### src/rtl/ysyx_24080006_pkg.sv
// Shared types for the hazard controller slice.
// Register index width follows the tracked register file size.
package ysyx_24080006_pkg;

  localparam int NREG      = 16;
  localparam int REG_IDX_W = $clog2(NREG);
  localparam int DEF_CNT_W = 2;

  typedef logic [REG_IDX_W-1:0] reg_idx_t;

endpackage

### src/rtl/ysyx_24080006_hazard_ctrl_if.sv
// ID/EX/WB handshake bundle seen by the hazard controller.
// master = pipeline stages, slave = controller.
interface ysyx_24080006_hazard_ctrl_if
  import ysyx_24080006_pkg::*;
  ();

  logic     id_valid;
  logic     id_rs1_en;
  reg_idx_t id_rs1;
  logic     id_rs2_en;
  reg_idx_t id_rs2;
  logic     id_rd_we;
  reg_idx_t id_rd;
  logic     id_serialize;
  logic     ex_ready;
  logic     wb_valid;
  logic     wb_we;
  reg_idx_t wb_rd;
  logic     ex_redirect;
  logic     id_stall;
  logic     issue;
  logic     flush_if;
  logic     flush_id;
  logic     sb_empty;

  modport master (
    output id_valid, id_rs1_en, id_rs1,
    output id_rs2_en, id_rs2, id_rd_we, id_rd,
    output id_serialize, ex_ready,
    output wb_valid, wb_we, wb_rd, ex_redirect,
    input  id_stall, issue, flush_if,
    input  flush_id, sb_empty
  );

  modport slave (
    input  id_valid, id_rs1_en, id_rs1,
    input  id_rs2_en, id_rs2, id_rd_we, id_rd,
    input  id_serialize, ex_ready,
    input  wb_valid, wb_we, wb_rd, ex_redirect,
    output id_stall, issue, flush_if,
    output flush_id, sb_empty
  );

endinterface

### src/rtl/ysyx_24080006_sb_cnt.sv
// Saturating up/down pending-write counter for one register.
// Simultaneous inc and dec cancel; a decrement at zero is flagged.
module ysyx_24080006_sb_cnt #(
  parameter int W = 2
) (
  input  logic         clock,
  input  logic         reset,
  input  logic         inc,
  input  logic         dec,
  output logic [W-1:0] cnt,
  output logic         zero,
  output logic         full
);

  assign zero = (cnt == '0);
  assign full = &cnt;

  always_ff @(posedge clock or negedge reset) begin
    if (!reset) begin
      cnt <= '0;
    end else begin
      unique case (1'b1)
        inc & ~dec & ~full: cnt <= cnt + W'(1);
        dec & ~inc & ~zero: cnt <= cnt - W'(1);
        default: ;
      endcase
    end
  end

  // A retire for a register with nothing in flight is a pipeline bug
  underflow_chk: assert property (
    @(posedge clock) disable iff (!reset)
    !(dec && !inc && zero)
  );

endmodule

### src/rtl/ysyx_24080006_hazard_ctrl.sv
// Scoreboard hazard controller: RAW/WAW-overflow/serialize stalls
// and IF/ID flush on EX redirect; WB clears are bypassed.
module ysyx_24080006_hazard_ctrl
  import ysyx_24080006_pkg::*;
#(
  parameter int CNT_W = DEF_CNT_W
) (
  input logic clock,
  input logic reset,
  ysyx_24080006_hazard_ctrl_if.slave hz
);

  localparam logic [CNT_W-1:0] ONE = CNT_W'(1);

  logic [NREG-1:0]  clr;
  logic [NREG-1:0]  zero;
  logic [NREG-1:0]  full;
  logic [NREG-1:0]  eff_nz;
  logic [NREG-1:0]  eff_full;
  logic [CNT_W-1:0] cnt [NREG];
  logic raw, waw_ovf, ser, stall, go;

  assign cnt[0]  = '0;
  assign zero[0] = 1'b1;
  assign full[0] = 1'b0;

  always_comb begin
    clr = '0;
    if (hz.wb_valid && hz.wb_we && hz.wb_rd != '0)
      clr[hz.wb_rd] = 1'b1;
  end

  for (genvar r = 1; r < NREG; r++) begin : g_cnt
    ysyx_24080006_sb_cnt #(.W(CNT_W)) u_cnt (
      .clock (clock),
      .reset (reset),
      .inc   (go && hz.id_rd_we &&
              hz.id_rd == reg_idx_t'(r)),
      .dec   (clr[r]),
      .cnt   (cnt[r]),
      .zero  (zero[r]),
      .full  (full[r])
    );
  end

  // Effective count: this cycle's WB retire is already visible
  always_comb begin
    eff_nz   = '0;
    eff_full = '0;
    for (int r = 0; r < NREG; r++) begin
      eff_nz[r]   = ~zero[r] &
                    ~(clr[r] & (cnt[r] == ONE));
      eff_full[r] = full[r] & ~clr[r];
    end
  end

  assign raw =
    (hz.id_rs1_en && hz.id_rs1 != '0 &&
     eff_nz[hz.id_rs1]) ||
    (hz.id_rs2_en && hz.id_rs2 != '0 &&
     eff_nz[hz.id_rs2]);

  assign waw_ovf = hz.id_rd_we && hz.id_rd != '0 &&
                   eff_full[hz.id_rd];

  assign ser   = hz.id_serialize && (|eff_nz);
  assign stall = hz.id_valid && (raw || waw_ovf || ser);
  assign go    = hz.id_valid && !stall &&
                 hz.ex_ready && !hz.ex_redirect;

  assign hz.id_stall = stall;
  assign hz.issue    = go;
  assign hz.flush_if = hz.ex_redirect;
  assign hz.flush_id = hz.ex_redirect;
  assign hz.sb_empty = &zero;

endmodule

### src/flat_wrapper.sv
// flat-port wrapper written by rule: the top's interface ports become plain ports
module ysyx_24080006_hazard_ctrl_flat import ysyx_24080006_pkg::*;
#(
  parameter int CNT_W = DEF_CNT_W
)
  (clock, reset, hz_id_valid, hz_id_rs1_en, hz_id_rs1, hz_id_rs2_en, hz_id_rs2, hz_id_rd_we, hz_id_rd, hz_id_serialize, hz_ex_ready, hz_wb_valid, hz_wb_we, hz_wb_rd, hz_ex_redirect, hz_id_stall, hz_issue, hz_flush_if, hz_flush_id, hz_sb_empty);
  ysyx_24080006_hazard_ctrl_if hz_i ();
  input logic clock;
  input logic reset;
  input wire logic [$bits(hz_i.id_valid)-1:0] hz_id_valid;
  input wire logic [$bits(hz_i.id_rs1_en)-1:0] hz_id_rs1_en;
  input wire logic [$bits(hz_i.id_rs1)-1:0] hz_id_rs1;
  input wire logic [$bits(hz_i.id_rs2_en)-1:0] hz_id_rs2_en;
  input wire logic [$bits(hz_i.id_rs2)-1:0] hz_id_rs2;
  input wire logic [$bits(hz_i.id_rd_we)-1:0] hz_id_rd_we;
  input wire logic [$bits(hz_i.id_rd)-1:0] hz_id_rd;
  input wire logic [$bits(hz_i.id_serialize)-1:0] hz_id_serialize;
  input wire logic [$bits(hz_i.ex_ready)-1:0] hz_ex_ready;
  input wire logic [$bits(hz_i.wb_valid)-1:0] hz_wb_valid;
  input wire logic [$bits(hz_i.wb_we)-1:0] hz_wb_we;
  input wire logic [$bits(hz_i.wb_rd)-1:0] hz_wb_rd;
  input wire logic [$bits(hz_i.ex_redirect)-1:0] hz_ex_redirect;
  output wire logic [$bits(hz_i.id_stall)-1:0] hz_id_stall;
  output wire logic [$bits(hz_i.issue)-1:0] hz_issue;
  output wire logic [$bits(hz_i.flush_if)-1:0] hz_flush_if;
  output wire logic [$bits(hz_i.flush_id)-1:0] hz_flush_id;
  output wire logic [$bits(hz_i.sb_empty)-1:0] hz_sb_empty;
  assign hz_i.id_valid = hz_id_valid;
  assign hz_i.id_rs1_en = hz_id_rs1_en;
  assign hz_i.id_rs1 = hz_id_rs1;
  assign hz_i.id_rs2_en = hz_id_rs2_en;
  assign hz_i.id_rs2 = hz_id_rs2;
  assign hz_i.id_rd_we = hz_id_rd_we;
  assign hz_i.id_rd = hz_id_rd;
  assign hz_i.id_serialize = hz_id_serialize;
  assign hz_i.ex_ready = hz_ex_ready;
  assign hz_i.wb_valid = hz_wb_valid;
  assign hz_i.wb_we = hz_wb_we;
  assign hz_i.wb_rd = hz_wb_rd;
  assign hz_i.ex_redirect = hz_ex_redirect;
  assign hz_id_stall = hz_i.id_stall;
  assign hz_issue = hz_i.issue;
  assign hz_flush_if = hz_i.flush_if;
  assign hz_flush_id = hz_i.flush_id;
  assign hz_sb_empty = hz_i.sb_empty;
  ysyx_24080006_hazard_ctrl #(.CNT_W(CNT_W)) u_core (.clock(clock), .reset(reset), .hz(hz_i));
endmodule
### config.mk
export PLATFORM = sky130hd
export DESIGN_NAME = ysyx_24080006_hazard_ctrl_flat
export DESIGN_NICKNAME = d
export VERILOG_FILES = /design/src/rtl/ysyx_24080006_pkg.sv /design/src/rtl/ysyx_24080006_hazard_ctrl_if.sv /design/src/rtl/ysyx_24080006_sb_cnt.sv /design/src/rtl/ysyx_24080006_hazard_ctrl.sv /design/src/flat_wrapper.sv
export SDC_FILE = /design/constraint.sdc
export NUM_CORES = 1
export LEC_CHECK = 0
export ABC_CLOCK_PERIOD_IN_PS = 6310
export BUFFER_PORTS_ARGS = -buffer_cell sky130_fd_sc_hd__buf_2
export CAP_MARGIN = 20
export CORE_ASPECT_RATIO = 1.4
export CORE_MARGIN = 2
export CORE_UTILIZATION = 65
export CTS_CLUSTER_DIAMETER = 30
export DETAILED_ROUTE_END_ITERATION = 10
export PLACE_DENSITY = 0.86
export SKIP_CTS_REPAIR_TIMING = 1
export SYNTH_ARGS = -nofsm -noshare
export SYNTH_HDL_FRONTEND = slang
export SYNTH_SLANG_ARGS = --single-unit
### constraint.sdc
create_clock -name clock -period 6.31 [get_ports clock]
set_clock_uncertainty 0.05 [all_clocks]
set_input_delay 0.631 -clock clock [delete_from_list [all_inputs] [get_ports clock]]
set_output_delay 0.631 -clock clock [all_outputs]
set_load 0.01 [all_outputs]
# [Word-level counts from Yosys, hierarchy flattened]
# Cells that the tools add are included.
[op_classes] reduce_logical=86 muxes=24 eq_ne=30 magnitude_cmp=5 bitwise_logic=180 n_addsub=30
[op_table] cell="$and 1x1->1" count=105
[op_table] cell="$not 1->1" count=75
[op_table] cell="$pmux 2 s2" count=15
[op_table] cell="$eq 4x4->1 const B" count=8
[op_table] cell="$add 2x1->2 const B" count=15
[op_table] cell="$eq 2x1->1 const B" count=15
[op_table] cell="$logic_and 1x1->1" count=30
[op_table] cell="$logic_not 2->1" count=15
[op_table] cell="$reduce_and 2->1" count=15
[op_table] cell="$reduce_bool 2->1" count=15
[op_table] cell="$sub 2x1->2 const B" count=15
[op_table] cell="$lt 4x5->1 const B" count=4
[op_table] cell="$eq 4x3->1 const B" count=4
[op_table] cell="$mux 16" count=1
[op_table] cell="$reduce_bool 4->1" count=4
[op_table] cell="$reduce_and 15->1" count=1
[op_table] cell="$reduce_or 15->1" count=1
[op_table] cell="$bmux 1 s4" count=3
[op_table] cell="$eq 4x2->1 const B" count=2
[op_table] cell="$demux 1 s4" count=1
[op_table] cell="$eq 4x1->1 const B" count=1
[op_table] cell="$ge 4x1->1 const B" count=1
[op_table] cell="$mux 1" count=4
[op_table] cell="$logic_or 1x1->1" count=3
[op_table] cell="$logic_not 1->1" count=2
[totals] reg_bits=30 word_cells=370 input_bits=27

# [Logic depth before layout (Yosys ltp)]
# Gate-level depths: netlist (run 1).
[depth] ltp_word=25 ltp_mapped=12 depth_no_buf=11

# [By module]
# Synthesis (run 1) repeated with hierarchy kept, for this count alone.
[hier_totals] cells_unflattened=372 area_unflattened_um2=3055.4
[by_module_without_submodules] mod="ysyx_24080006_sb_cnt" area_per_inst_um2=123.9 cells_per_inst=13 n_inst=15
[by_module_without_submodules] mod="ysyx_24080006_hazard_ctrl" area_per_inst_um2=1197.4 cells_per_inst=177 n_inst=1

# [Worst setup path before layout (run 1)]
# No wires, ideal clock.
[synth_timing] path_type="input-to-output" start="input port hz_wb_rd[0]" end="output port hz_issue" arrival_time_ns=2.974 slack_ns=2.655 cell_stages=9 cell_sequence="buf_4 > nor2_2 > a31oi_1 > mux4_2 > and4b_4 > a311oi_4 > nand3_1 > clkbuf_1 > nor3_1"
[synth_via] elab_chain_len=19 elab_cells_between_ends=102 cone_classes="2 x order compare; 9 x mux; 75 x bitwise; 16 x reduce/logical"
[synth_lines] item="start, declared" line_no="flat_wrapper.sv:21" rtl="input wire logic [$bits(hz_i.wb_rd)-1:0] hz_wb_rd;"
[synth_lines] item="$lt 4x5->1 (not written as such) or $ge 4x1->1 (tied branches)" line_no="ysyx_24080006_hazard_ctrl.sv:30" rtl="clr[hz.wb_rd] = 1'b1;"
[synth_lines] item="$logic_and 1x1->1 (not written as such)" line_no="ysyx_24080006_hazard_ctrl.sv:30"
[synth_lines] item="$mux 1 (not written as such)" line_no="ysyx_24080006_hazard_ctrl.sv:30"
[synth_lines] item="$demux 1 s4"
[synth_lines] item="$mux 16 *" line_no="ysyx_24080006_hazard_ctrl.sv:29" rtl="if (hz.wb_valid && hz.wb_we && hz.wb_rd != '0)"
[synth_lines] item="$and 1x1->1" line_no="ysyx_24080006_hazard_ctrl.sv:52" rtl="~(clr[r] & (cnt[r] == ONE));"
[synth_lines] item="$not 1->1" line_no="ysyx_24080006_hazard_ctrl.sv:52"
[synth_lines] item="$and 1x1->1" line_no="ysyx_24080006_hazard_ctrl.sv:51" rtl="eff_nz[r] = ~zero[r] &"
[synth_lines] item="(+2 left out)"
[synth_lines] item="$logic_and 1x1->1 (on tied branches)" line_no="ysyx_24080006_hazard_ctrl.sv:58, ysyx_24080006_hazard_ctrl.sv:60"
[synth_lines] item="$logic_or 1x1->1" line_no="ysyx_24080006_hazard_ctrl.sv:59" rtl="eff_nz[hz.id_rs1]) ||"
[synth_lines] item="$logic_or 1x1->1" line_no="ysyx_24080006_hazard_ctrl.sv:67" rtl="assign stall = hz.id_valid && (raw || waw_ovf || ser);"
[synth_lines] item="$logic_or 1x1->1 *" line_no="ysyx_24080006_hazard_ctrl.sv:67"
[synth_lines] item="$logic_and 1x1->1 *" line_no="ysyx_24080006_hazard_ctrl.sv:67"
[synth_lines] item="$logic_not 1->1 *" line_no="ysyx_24080006_hazard_ctrl.sv:68" rtl="assign go = hz.id_valid && !stall &&"
[synth_lines] item="$logic_and 1x1->1 * (2 in series)" line_no="ysyx_24080006_hazard_ctrl.sv:68"
[synth_lines] item="$logic_and 1x1->1 *" line_no="ysyx_24080006_hazard_ctrl.sv:69" rtl="hz.ex_ready && !hz.ex_redirect;"
[synth_lines] item="end, declared" line_no="flat_wrapper.sv:24" rtl="output wire logic [$bits(hz_i.issue)-1:0] hz_issue;"
# Mark *: on every way between the ends. The rest lies on a longest branch, timed or not. The select of a mux whose other input is x is not followed.

# [Worst setup path after layout (run 1)]
[layout_timing] start="input port hz_wb_rd[3]" end="output port hz_issue"
# The elaborated chain is that of the path after synthesis.

==> parameters.txt, run 1 <==
Parameter                              Value

Synthesis
  Portion of the post-synthesis area used by sequential elements    0.204
  Mapped Nets    ~530
  Post-synth top area cell    dfrtp_1
  Top_reg_cell synth    dfrtp_1
  Synth top area share    0.204
  Instance count of the mapped netlist    454
  Count of different cell masters after synthesis    between 70 and 80
  Synth Warn #    0
  Proportion of synthesized flip-flops having asynchronous set or reset    1.00
  Number of synthesized flops with an enable pin    0
  Syn Area/Cell    8.11 µm²
  Synth top area cells    dfrtp_1, ha_1, nand2_1
  Cell Area, Synth    3680 µm²
  Count of state elements after synthesis    30

Clock tree
  CTS tree    yes
  Root buf cell    clkbuf_8
  H-tree level count    2
  Number of buffers on the longest clock path    2
  Source-to-sink clock delay at the later pin of the worst-skew pair    290 ps
  CTS buffer count    5
  Clk sink count    30
  Clock transition time at the flip-flop clock pins of the worst setup and hold paths    80 ps

Finish
  Largest reg by FF count    u_core.g_cnt.u_cnt.cnt
  NumNets Final    543
  Highest-count cells in the layout ignoring fill and taps    ha_1, nand2_1, inv_1
  Flip-flop count of the largest register, all copies and words added    30
  Largest registers ranked by flip-flop count    u_core.g_cnt.u_cnt.cnt: 30 flops
  Area grow syn2layout    6.28%
  Ratio of cells with drive above 1 in the final layout    0.119
  Most frequent standard cell in the layout excluding fill and tap cells    ha_1
  ANT cells    0
  Cell area after layout    3920 µm²

STA
  RSZ-0062 raised after global routing    no
  Tightest Pin Transition    786 ps
  Total Neg Setup Slack    0 ps
  Final Hold Fails    0
  Fmax    227 MHz
  Final-report setup violation count    0
  Worst slew margin    0.470
  Max-slew violation count    0
  Final worst path period need    4400 ps
  Final critical-path setup slack    1910 ps
  Portion of the clock cycle consumed by the worst path in the final layout    0.697

Route
  Via count normalized by instance count    7.10
  Iteration-0 DRC Markers    428
  Total Routed Length    about 11 mm
  Number of nets with antenna violations after detailed routing    0
  First drt pass iteration count    9
  Wirelength per Cell    around 20 µm
  Vias after detailed routing    3834
  Detailed-route DRC error count    1

Global routing
  Number of antenna violations at the first check in global routing    0
  First-pass GRT wire length    approximately 17 mm
  Overall global routing resource usage    0.358
  Maximum number of pins on one net before global-route repair    31
  Via count of the first global-routing pass    between 3k and 4k
  GRT Residual Overflow    0

Floorplanning
  I/O pin count    32
  Die W    67.6 µm
  Placeable core region    5490 µm²
  Number of rows created at floorplan    32
  Die ar.    6290 µm²
  Initial cell density of the core    0.672
  Die Height    93.1 µm

Power
  Power density of the placed cells    between 200 and 300 nW/µm²
  Leak    1.56 nW
  VDD IR-drop max    0.000214 V

Setup path
  Critical register-to-register path endpoint    u_core.g_cnt[10].u_cnt.cnt[0]$_DFFE_PN0P_
  Type of the worst setup path    primary input to output port
  Worst Reg-to-Reg Cells    10
  Crit Reg-Reg Startpoint    u_core.g_cnt[7].u_cnt.cnt[1]$_DFFE_PN0P_
  Critical path data required time    5630 ps
  CP startpoint kind    primary input
  Worst Setup End Kind    output port
  WP data arrival    3720 ps
  Largest fanout on the critical path    15
  Setup slack of the most critical reg-to-reg path    2560 ps

Placement
  Number of port buffers    31
  GPL Wtd Cong    1.09
  Post-detailed-placement cell area    roughly 3800 µm²
  Detailed Place HPWL    just over 8 mm
  Setup Slack @ Placement    2000 ps

Min path
  Worst hold-check path type    primary input to asynchronous set/reset pin

Run status
  Status    finished with violations
  Violations in the final reports    design-rule violations

Run
  Max Cap Violations    0
[stage by stage]
| step | hold slack, ps | total power, W | cells | util |
|---|---|---|---|---|
| floorplan | 285 | 0.000725 | 454 | - |
| global placement | 468 | 0.000874 | 532 | 0.697 |
| detailed placement | 473 | 0.000897 | 532 | 0.697 |
| CTS | 367 | 0.00107 | 540 | 0.714 |
| global route | 404 | 0.00116 | 540 | 0.714 |
| finish | 347 | 0.00108 | 540 | 0.714 |
[power by group]
group / internal [W] / switching, W
sequential: 0.000251 / 0.0000616
combinational: 0.000241 / 0.000357
clock: 0.0000881 / 0.0000838
total: 0.000580 / 0.000503
[kinds of logic (layout without fill, tap and decap cells)]
group / after synthesis / count (layout) / share of synthesized area
simple gates: 178 / 178 / 0.258
compound gates: 115 / 115 / 0.234
buf+inv: 56 / 74 / 0.0649
fa+ha+maj: 45 / 45 / 0.153
flops: 30 / 30 / 0.204
xor+xnor: 17 / 17 / 0.0404
mux: 13 / 13 / 0.0459
[worst max path at each step]
stage | start | endpoint | slack (ps) | cells past startpoint
2_1_floorplan | hz_wb_rd[0] | hz_issue | 2660 | 9
3_3_place_gp | hz_wb_rd[3] | hz_id_stall | 2060 | 9
3_5_place_dp | hz_wb_rd[3] | hz_issue | 2000 | 9
4_1_cts | hz_wb_rd[1] | hz_issue | 2000 | 9
5_1_grt | hz_wb_rd[3] | hz_issue | 1770 | 9
6_report | hz_wb_rd[3] | hz_issue | 1910 | 9
[routing by layer]
| metal | global-route usage | part of all wire | vias up |
|---|---|---|---|
| met5 | 0 | 0 | - |
| met4 | 0.213 | 0.064 | 0 |
| met3 | 0.0457 | 0.091 | 68 |
| met2 | 0.605 | 0.47 | 248 |
| met1 | 0.419 | 0.37 | 1777 |
| li1 | - | - | 1741 |
[synth_stat cells (10+ instances only)]
| cell | number |
|---|---|
| nand2_1 | 43 |
| dfrtp_1 | 30 |
| xnor2_1 | 15 |
| nand2b_1 | 11 |
| a31oi_1 | 19 |
| nand3_1 | 16 |
| inv_1 | 33 |
| ha_1 | 45 |
| nor3_1 | 18 |
| clkbuf_1 | 10 |
| a21oi_1 | 18 |
| nor2_1 | 29 |
[layout make-up]
cell class	instances	area [µm²]
Tap cell	68	85.1
Clock buffer	7	86.3
Multi-Input combinational cell	368	2690
Inverter	33	124
Timing Repair Buffer	33	170
Clock inverter	1	5.00
Sequential cell	30	751
Fill cell	449	1570
[critical path: stages]
cell	delay, ps
buf_2	130
and4b_1	540
a31oi_1	250
mux4_2	510
and4b_4	230
a311oi_4	410
nand3_1	520
nor3_1	320
buf_2	170
(Power assumes the default switching activity.)
==> inputs of run 2 (changes only) <==
- ABC_AREA: not set -> 1
- ABC_CLOCK_PERIOD_IN_PS: 6310 -> 4100
- CORE_UTILIZATION: 65 -> 62
- PLACE_DENSITY: 0.86 -> 0.82
- clock period: 6.31 -> 4.1 ns (I/O delays scaled with it)
==> run 2 against run 1 <==
Against the previous run: the run now ends clean; combinational power is 27% lower; hold slack got worse by 250 ps; first-iteration DRC count decreased by 2.8%; synthesized cell count increased by 41%; critical endpoint unchanged; largest cell class unchanged; highest routed layer unchanged.
==> parameters.txt, run 2 <==
Parameter                              Value

Power
  Switching part of the total power    0.425
  Clock Power Share    0.251
  Power density of the placed cells    263 nW/µm²
  Internal power contribution    0.000609 W
  Share of total power in sequential cells    0.338
  Leak    2.24 nW
  VDD IR-drop max    ~0.00020 V
  Share of power burned in combinational logic    0.411
  Switching power of the nets    0.000450 W

Run status
  Status    complete, no violations

Placement
  Detailed Place HPWL    8.35 mm
  GPL Wtd Cong    0.960
  Post-detailed-placement cell area    3930 µm²
  Number of port buffers    31

Global routing
  Number of antenna violations at the first check in global routing    0
  Overall global routing resource usage    0.338
  GRT Residual Overflow    0
  Via count of the first global-routing pass    4026
  Maximum number of pins on one net before global-route repair    32
  First-pass GRT wire length    17.9 mm

Route
  First drt pass iteration count    6
  Vias after detailed routing    around 4.2k
  Total Routed Length    10.7 mm
  Iteration-0 DRC Markers    about 420
  Number of nets with antenna violations after detailed routing    0
  Via count normalized by instance count    5.65
  Wirelength per Cell    14.4 µm
  Detailed-route DRC error count    0

Finish
  Most frequent standard cell in the layout excluding fill and tap cells    nand2_1
  Flip-flop count of the largest register, all copies and words added    30
  Largest reg by FF count    u_core.g_cnt.u_cnt.cnt
  Highest-count cells in the layout ignoring fill and taps    nand2_1, inv_1, nand3_1
  Area grow syn2layout    7.63%
  ANT cells    0
  Ratio of cells with drive above 1 in the final layout    0.107
  Largest registers ranked by flip-flop count    u_core.g_cnt.u_cnt.cnt: 30 flops
  NumNets Final    741
  Cell area after layout    4030 µm²

STA
  RSZ-0062 raised after global routing    no
  Final-report setup violation count    0
  Max-slew violation count    0
  Total Neg Setup Slack    0 ps
  Portion of the clock cycle consumed by the worst path in the final layout    0.809
  Tightest Pin Transition    733 ps
  Worst hold-check slack    95.6 ps
  Final worst path period need    3320 ps
  Worst slew margin    0.510
  Fmax    between 300 and 400 MHz
  Final Hold Fails    0

Setup path
  Type of the worst setup path    primary input to output port
  CP startpoint kind    primary input
  Worst Setup End Kind    output port
  Critical path data required time    3640 ps
  Largest fanout on the critical path    16
  WP data arrival    2860 ps

Synthesis
  Post-synth top area cell    nand2_1
  Instance count of the mapped netlist    641
  Mapped Nets    between 700 and 800
  Cell Area, Synth    3740 µm²
  Proportion of synthesized flip-flops having asynchronous set or reset    1.00
  Count of different cell masters after synthesis    20
  Synth top area share    0.218
  Top_reg_cell synth    dfrtp_1
  Synth top area cells    nand2_1, dfrtp_1, ha_1
  Top post-synthesis cells by count    nand2_1, inv_1, nand3_1
  Count of state elements after synthesis    30
  Syn Area/Cell    5.84 µm²
  Synth Warn #    0
  Top-count cell post-synth    nand2_1
  Number of synthesized flops with an enable pin    0
  Portion of the post-synthesis area used by sequential elements    0.201

Floorplanning
  Number of rows created at floorplan    33
  Initial cell density of the core    0.638
  I/O pin count    32
  Die Height    95.9 µm
  Die W    69.7 µm
  Placeable core region    slightly below 6000 µm²
  Die ar.    6680 µm²

Clock tree
  Root buf cell    clkbuf_8
  H-tree level count    2
  Number of buffers on the longest clock path    2
  CTS buffer count    5
  CTS tree    yes
  Source-to-sink clock delay at the later pin of the worst-skew pair    300 ps
  Clk sink count    30
  Clock transition time at the flip-flop clock pins of the worst setup and hold paths    approximately 80 ps

Min path
  Worst hold-check path type    primary input to asynchronous set/reset pin

Run
  Max Cap Violations    0
run 2: changes by cell type after synthesis, sizes merged, moves of 15 or more:
cell   change
nand2    +184
nor2      +37
inv       +84
nand3     +82
a31oi     -18
xnor2     -15
nand4     +26
nor3      -18
run 2: worst paths after layout:
kind | slack [ps] | end | cells after the start | startpoint
setup reg to reg | 1460 | u_core.g_cnt[1].u_cnt.cnt[1]$_DFFE_PN0P_ | 17 | u_core.g_cnt[13].u_cnt.cnt[0]$_DFFE_PN0P_
hold / removal | 100 | u_core.g_cnt[15].u_cnt.cnt[1]$_DFFE_PN0P_ | 1 | reset
setup / recovery | 780 | hz_issue | 14 | hz_wb_valid
min in group clock | 460 | u_core.g_cnt[14].u_cnt.cnt[1]$_DFFE_PN0P_ | 2 | u_core.g_cnt[14].u_cnt.cnt[1]$_DFFE_PN0P_
hold reg to reg | 460 | u_core.g_cnt[14].u_cnt.cnt[1]$_DFFE_PN0P_ | 2 | u_core.g_cnt[14].u_cnt.cnt[1]$_DFFE_PN0P_
max in group asynchronous | 3440 | u_core.g_cnt[11].u_cnt.cnt[0]$_DFFE_PN0P_ | 1 | reset
run 2: per-stage QoR:
step,worst slack (ps),power (W),cells,util
floorplan,1760,0.000656,641,-
global placement,915,0.000782,732,0.671
detailed placement,885,0.000790,732,0.671
CTS,887,0.00105,740,0.687
global route,553,0.00113,740,0.687
finish,783,0.00106,740,0.687
run 2: critical path: stages:
cell and delay (ps):
buf_2 80, nand2_1 150, nor2_1 620, nand3_1 230, nand2_1 120, nand2_1 60, nor2_1 90, nand2_1 50
o21ai_1 150, nand2_1 80, inv_2 60, nand3_1 110, nor2_4 410, buf_2 220
run 2: power groups by stage:
stage	logic (W)	registers (W)	clock network (W)
final	0.000435	0.000358	0.000266
after global routing	0.000490	0.000363	0.000281
after CTS	0.000428	0.000358	0.000265
after detailed placement	0.000427	0.000363	0
after global placement	0.000421	0.000361	0
after floorplan	0.000301	0.000355	0
run 2: cells by family after synthesis:
| kind of cell | Yosys count | synth area share |
|---|---|---|
| flip-flops | 30 | 0.201 |
| adder cells (fa/ha/maj) | 45 | 0.151 |
| AO/OA/AOI/OAI | 10 | 0.0137 |
| buffers and inverters | 128 | 0.133 |
| AND/OR/NAND/NOR | 428 | 0.502 |
run 2: layer usage:
| layer | wire length (µm) | track usage | vias to the layer above |
|---|---|---|---|
| met5 | 0 | 0 | - |
| met4 | 570 | 0.212 | 0 |
| met3 | 914 | 0.0628 | 57 |
| met2 | 5060 | 0.589 | 216 |
| met1 | 4140 | 0.383 | 1852 |
| li1 | - | - | 2057 |
run 2: cell type report:
cell class | count | area [µm²]
Clock buffer | 6 | 82.6
Clock inverter | 2 | 12.5
Fill cell | 585 | 1840
Inverter | 117 | 439
Multi-Input combinational cell | 483 | 2490
Sequential cell | 30 | 751
Tap cell | 70 | 87.6
Timing Repair Buffer | 32 | 163
==> inputs of run 3 (changes only) <==
- ABC_CLOCK_PERIOD_IN_PS: 4100 -> 2700
- CORE_UTILIZATION: 62 -> 56
- PLACE_DENSITY: 0.82 -> 0.79
- clock period: 4.1 -> 2.7 ns (I/O delays scaled with it)
==> run 3 against run 2 <==
Against the previous run: the run now ends with negative hold slack left; combinational power grew 61%; worst setup slack lost 670 ps; largest power group unchanged; critical path depth is the same; global-route usage shrank 3.0 points.
==> parameters.txt, run 3 (same netlist as run 2, synthesis figures left out) <==
Parameter                              Value

Run status
  Status    finished with violations
  Violations in the final reports    negative hold slack

Setup path
  WP data arrival    2270 ps
  Setup slack of the most critical reg-to-reg path    roughly 220 ps
  Worst Reg-to-Reg Cells    18
  Type of the worst setup path    flop to output port
  Crit Reg-Reg Startpoint    u_core.g_cnt[15].u_cnt.cnt[1]$_DFFE_PN0P_
  Critical register-to-register path endpoint    u_core.g_cnt[11].u_cnt.cnt[0]$_DFFE_PN0P_
  Critical path data required time    approximately 2400 ps
  Worst Setup End Kind    output port
  CP startpoint kind    flop
  Largest fanout on the critical path    6

Finish
  ANT cells    0
  Most frequent standard cell in the layout excluding fill and tap cells    nand2_1
  Cell area after layout    4150 µm²
  Highest-count cells in the layout ignoring fill and taps    nand2_1, inv_1, nand3_1
  NumNets Final    752
  Final standard cell utilization of the core    0.635
  Area grow syn2layout    10.8%
  Fill cell count    659
  Largest registers ranked by flip-flop count    u_core.g_cnt.u_cnt.cnt: 30 flops
  Flip-flop count of the largest register, all copies and words added    30
  Ratio of cells with drive above 1 in the final layout    0.128
  Area of combinational cells with multiple inputs    2510 µm²
  Largest reg by FF count    u_core.g_cnt.u_cnt.cnt
  Sequential Area    751 µm²

Clock tree
  Source-to-sink clock delay at the later pin of the worst-skew pair    290 ps
  CTS buffer count    5
  Clock transition time at the flip-flop clock pins of the worst setup and hold paths    70 ps
  H-tree level count    2
  CTS tree    yes
  Root buf cell    clkbuf_8
  Clk sink count    30
  Number of buffers on the longest clock path    2

STA
  Final-report setup violation count    0
  Final worst path period need    2590 ps
  RSZ-0062 raised after global routing    no
  Total Neg Setup Slack    0 ps
  Worst hold-check slack    -31.4 ps
  Worst slew margin    0.528
  Fmax    386 MHz
  Portion of the clock cycle consumed by the worst path in the final layout    0.960
  Tightest Pin Transition    708 ps
  Max-slew violation count    0
  Final Hold Fails    30

Route
  Wire length on met2    5.54 mm
  Detailed-route DRC error count    0
  First drt pass iteration count    7
  DRT met1 WL    4.33 mm
  Number of nets with antenna violations after detailed routing    0
  Total Routed Length    10.9 mm
  Iteration-0 DRC Markers    about 370
  Via count normalized by instance count    around 5.5
  Vias after detailed routing    4146
  Wirelength per Cell    14.5 µm
  Met3 Wirelength    620 µm
  Highest signal layer in the routed design    met4

Power
  VDD IR-drop max    0.000232 V
  Power density of the placed cells    390 nW/µm²
  Post-layout total power    0.00162 W
  Clock Power Share    0.230
  Internal power contribution    0.000950 W
  Switching power of the nets    roughly 0.00067 W
  Share of power burned in combinational logic    0.434
  Switching part of the total power    0.413
  Leak    2.30 nW
  Share of total power in sequential cells    0.336

Floorplanning
  Die W    73.1 µm
  Die Height    101 µm
  Number of rows created at floorplan    35
  Die ar.    7360 µm²
  Placeable core region    6530 µm²
  Initial cell density of the core    0.573
  I/O pin count    32

Global routing
  Number of antenna violations at the first check in global routing    0
  Maximum number of pins on one net before global-route repair    31
  Overall global routing resource usage    0.308
  GRT Residual Overflow    0
  Via count of the first global-routing pass    3929
  First-pass GRT wire length    around 18 mm

Placement
  Number of port buffers    31
  GPL Wtd Cong    0.997
  Post-detailed-placement cell area    slightly above 4000 µm²
  Detailed Place HPWL    between 8 and 9 mm

Run
  Max Cap Violations    0

Min path
  Worst hold-check path type    primary input to asynchronous set/reset pin
[run 3: changes by cell type in the layout (fill, tap and decap cells not counted), moves of 2 or more]
cell    previous run  this run
ha_2               0         4
buf_4              1         9
buf_12             0         2
ha_1              45        41
[run 3: power by group through the flow]
| stage | Clock, W | Sequential, W | Combinational (W) |
|---|---|---|---|
| detailed placement | 0 | 0.000552 | 0.000671 |
| floorplan | 0 | 0.000540 | 0.000457 |
| global placement | 0 | 0.000549 | 0.000661 |
| global route | 0.000395 | 0.000552 | 0.000790 |
| CTS | 0.000379 | 0.000543 | 0.000675 |
| finish | 0.000372 | 0.000544 | 0.000702 |
[run 3: worst max-delay path by stage]
stage                                              startpoint                                        end  cells after the start
floorplan                                         hz_wb_valid  u_core.g_cnt[10].u_cnt.cnt[1]$_DFFE_PN0P_                     19
global placement                                  hz_wb_valid  u_core.g_cnt[11].u_cnt.cnt[1]$_DFFE_PN0P_                     20
detailed placement                                hz_wb_valid  u_core.g_cnt[11].u_cnt.cnt[1]$_DFFE_PN0P_                     21
CTS                 u_core.g_cnt[15].u_cnt.cnt[1]$_DFFE_PN0P_                                hz_id_stall                     13
global route         u_core.g_cnt[3].u_cnt.cnt[1]$_DFFE_PN0P_                                   hz_issue                     14
finish              u_core.g_cnt[15].u_cnt.cnt[1]$_DFFE_PN0P_                                   hz_issue                     14
[run 3: per-stage QoR]
step	cells	worst slack, ps
2_1_floorplan	641	496
4_1_cts	751	98.9
3_5_place_dp	745	97.3
3_3_place_gp	745	140
5_1_grt	753	7.84
6_report	753	108
[run 3: critical path, cell delays in order, from the launching register on]
cell and delay, ps:
dfrtp_1 410, inv_1 90, ha_1 160, nand3_1 180, nand2_1 110, nand2_1 60
nor2_1 110, nand2_1 70, o21ai_1 120, nand2_1 70, inv_2 60, nand3_1 110
nor2_4 160, buf_12 140, buf_2 120
[run 3: layout make-up]
class,instances,share of cell area
well taps,74,0.0223
multi-input cells,483,0.605
repair buffers,43,0.0661
inverters,117,0.106
clock buffers,6,0.0199
flip-flops and latches,30,0.181
[run 3: metal layers]
layer  up-vias  GRT usage
met1      1853      0.344
li1       2077          -
met5         -          0
met2       177      0.569
met4         0      0.140
met3        39     0.0340
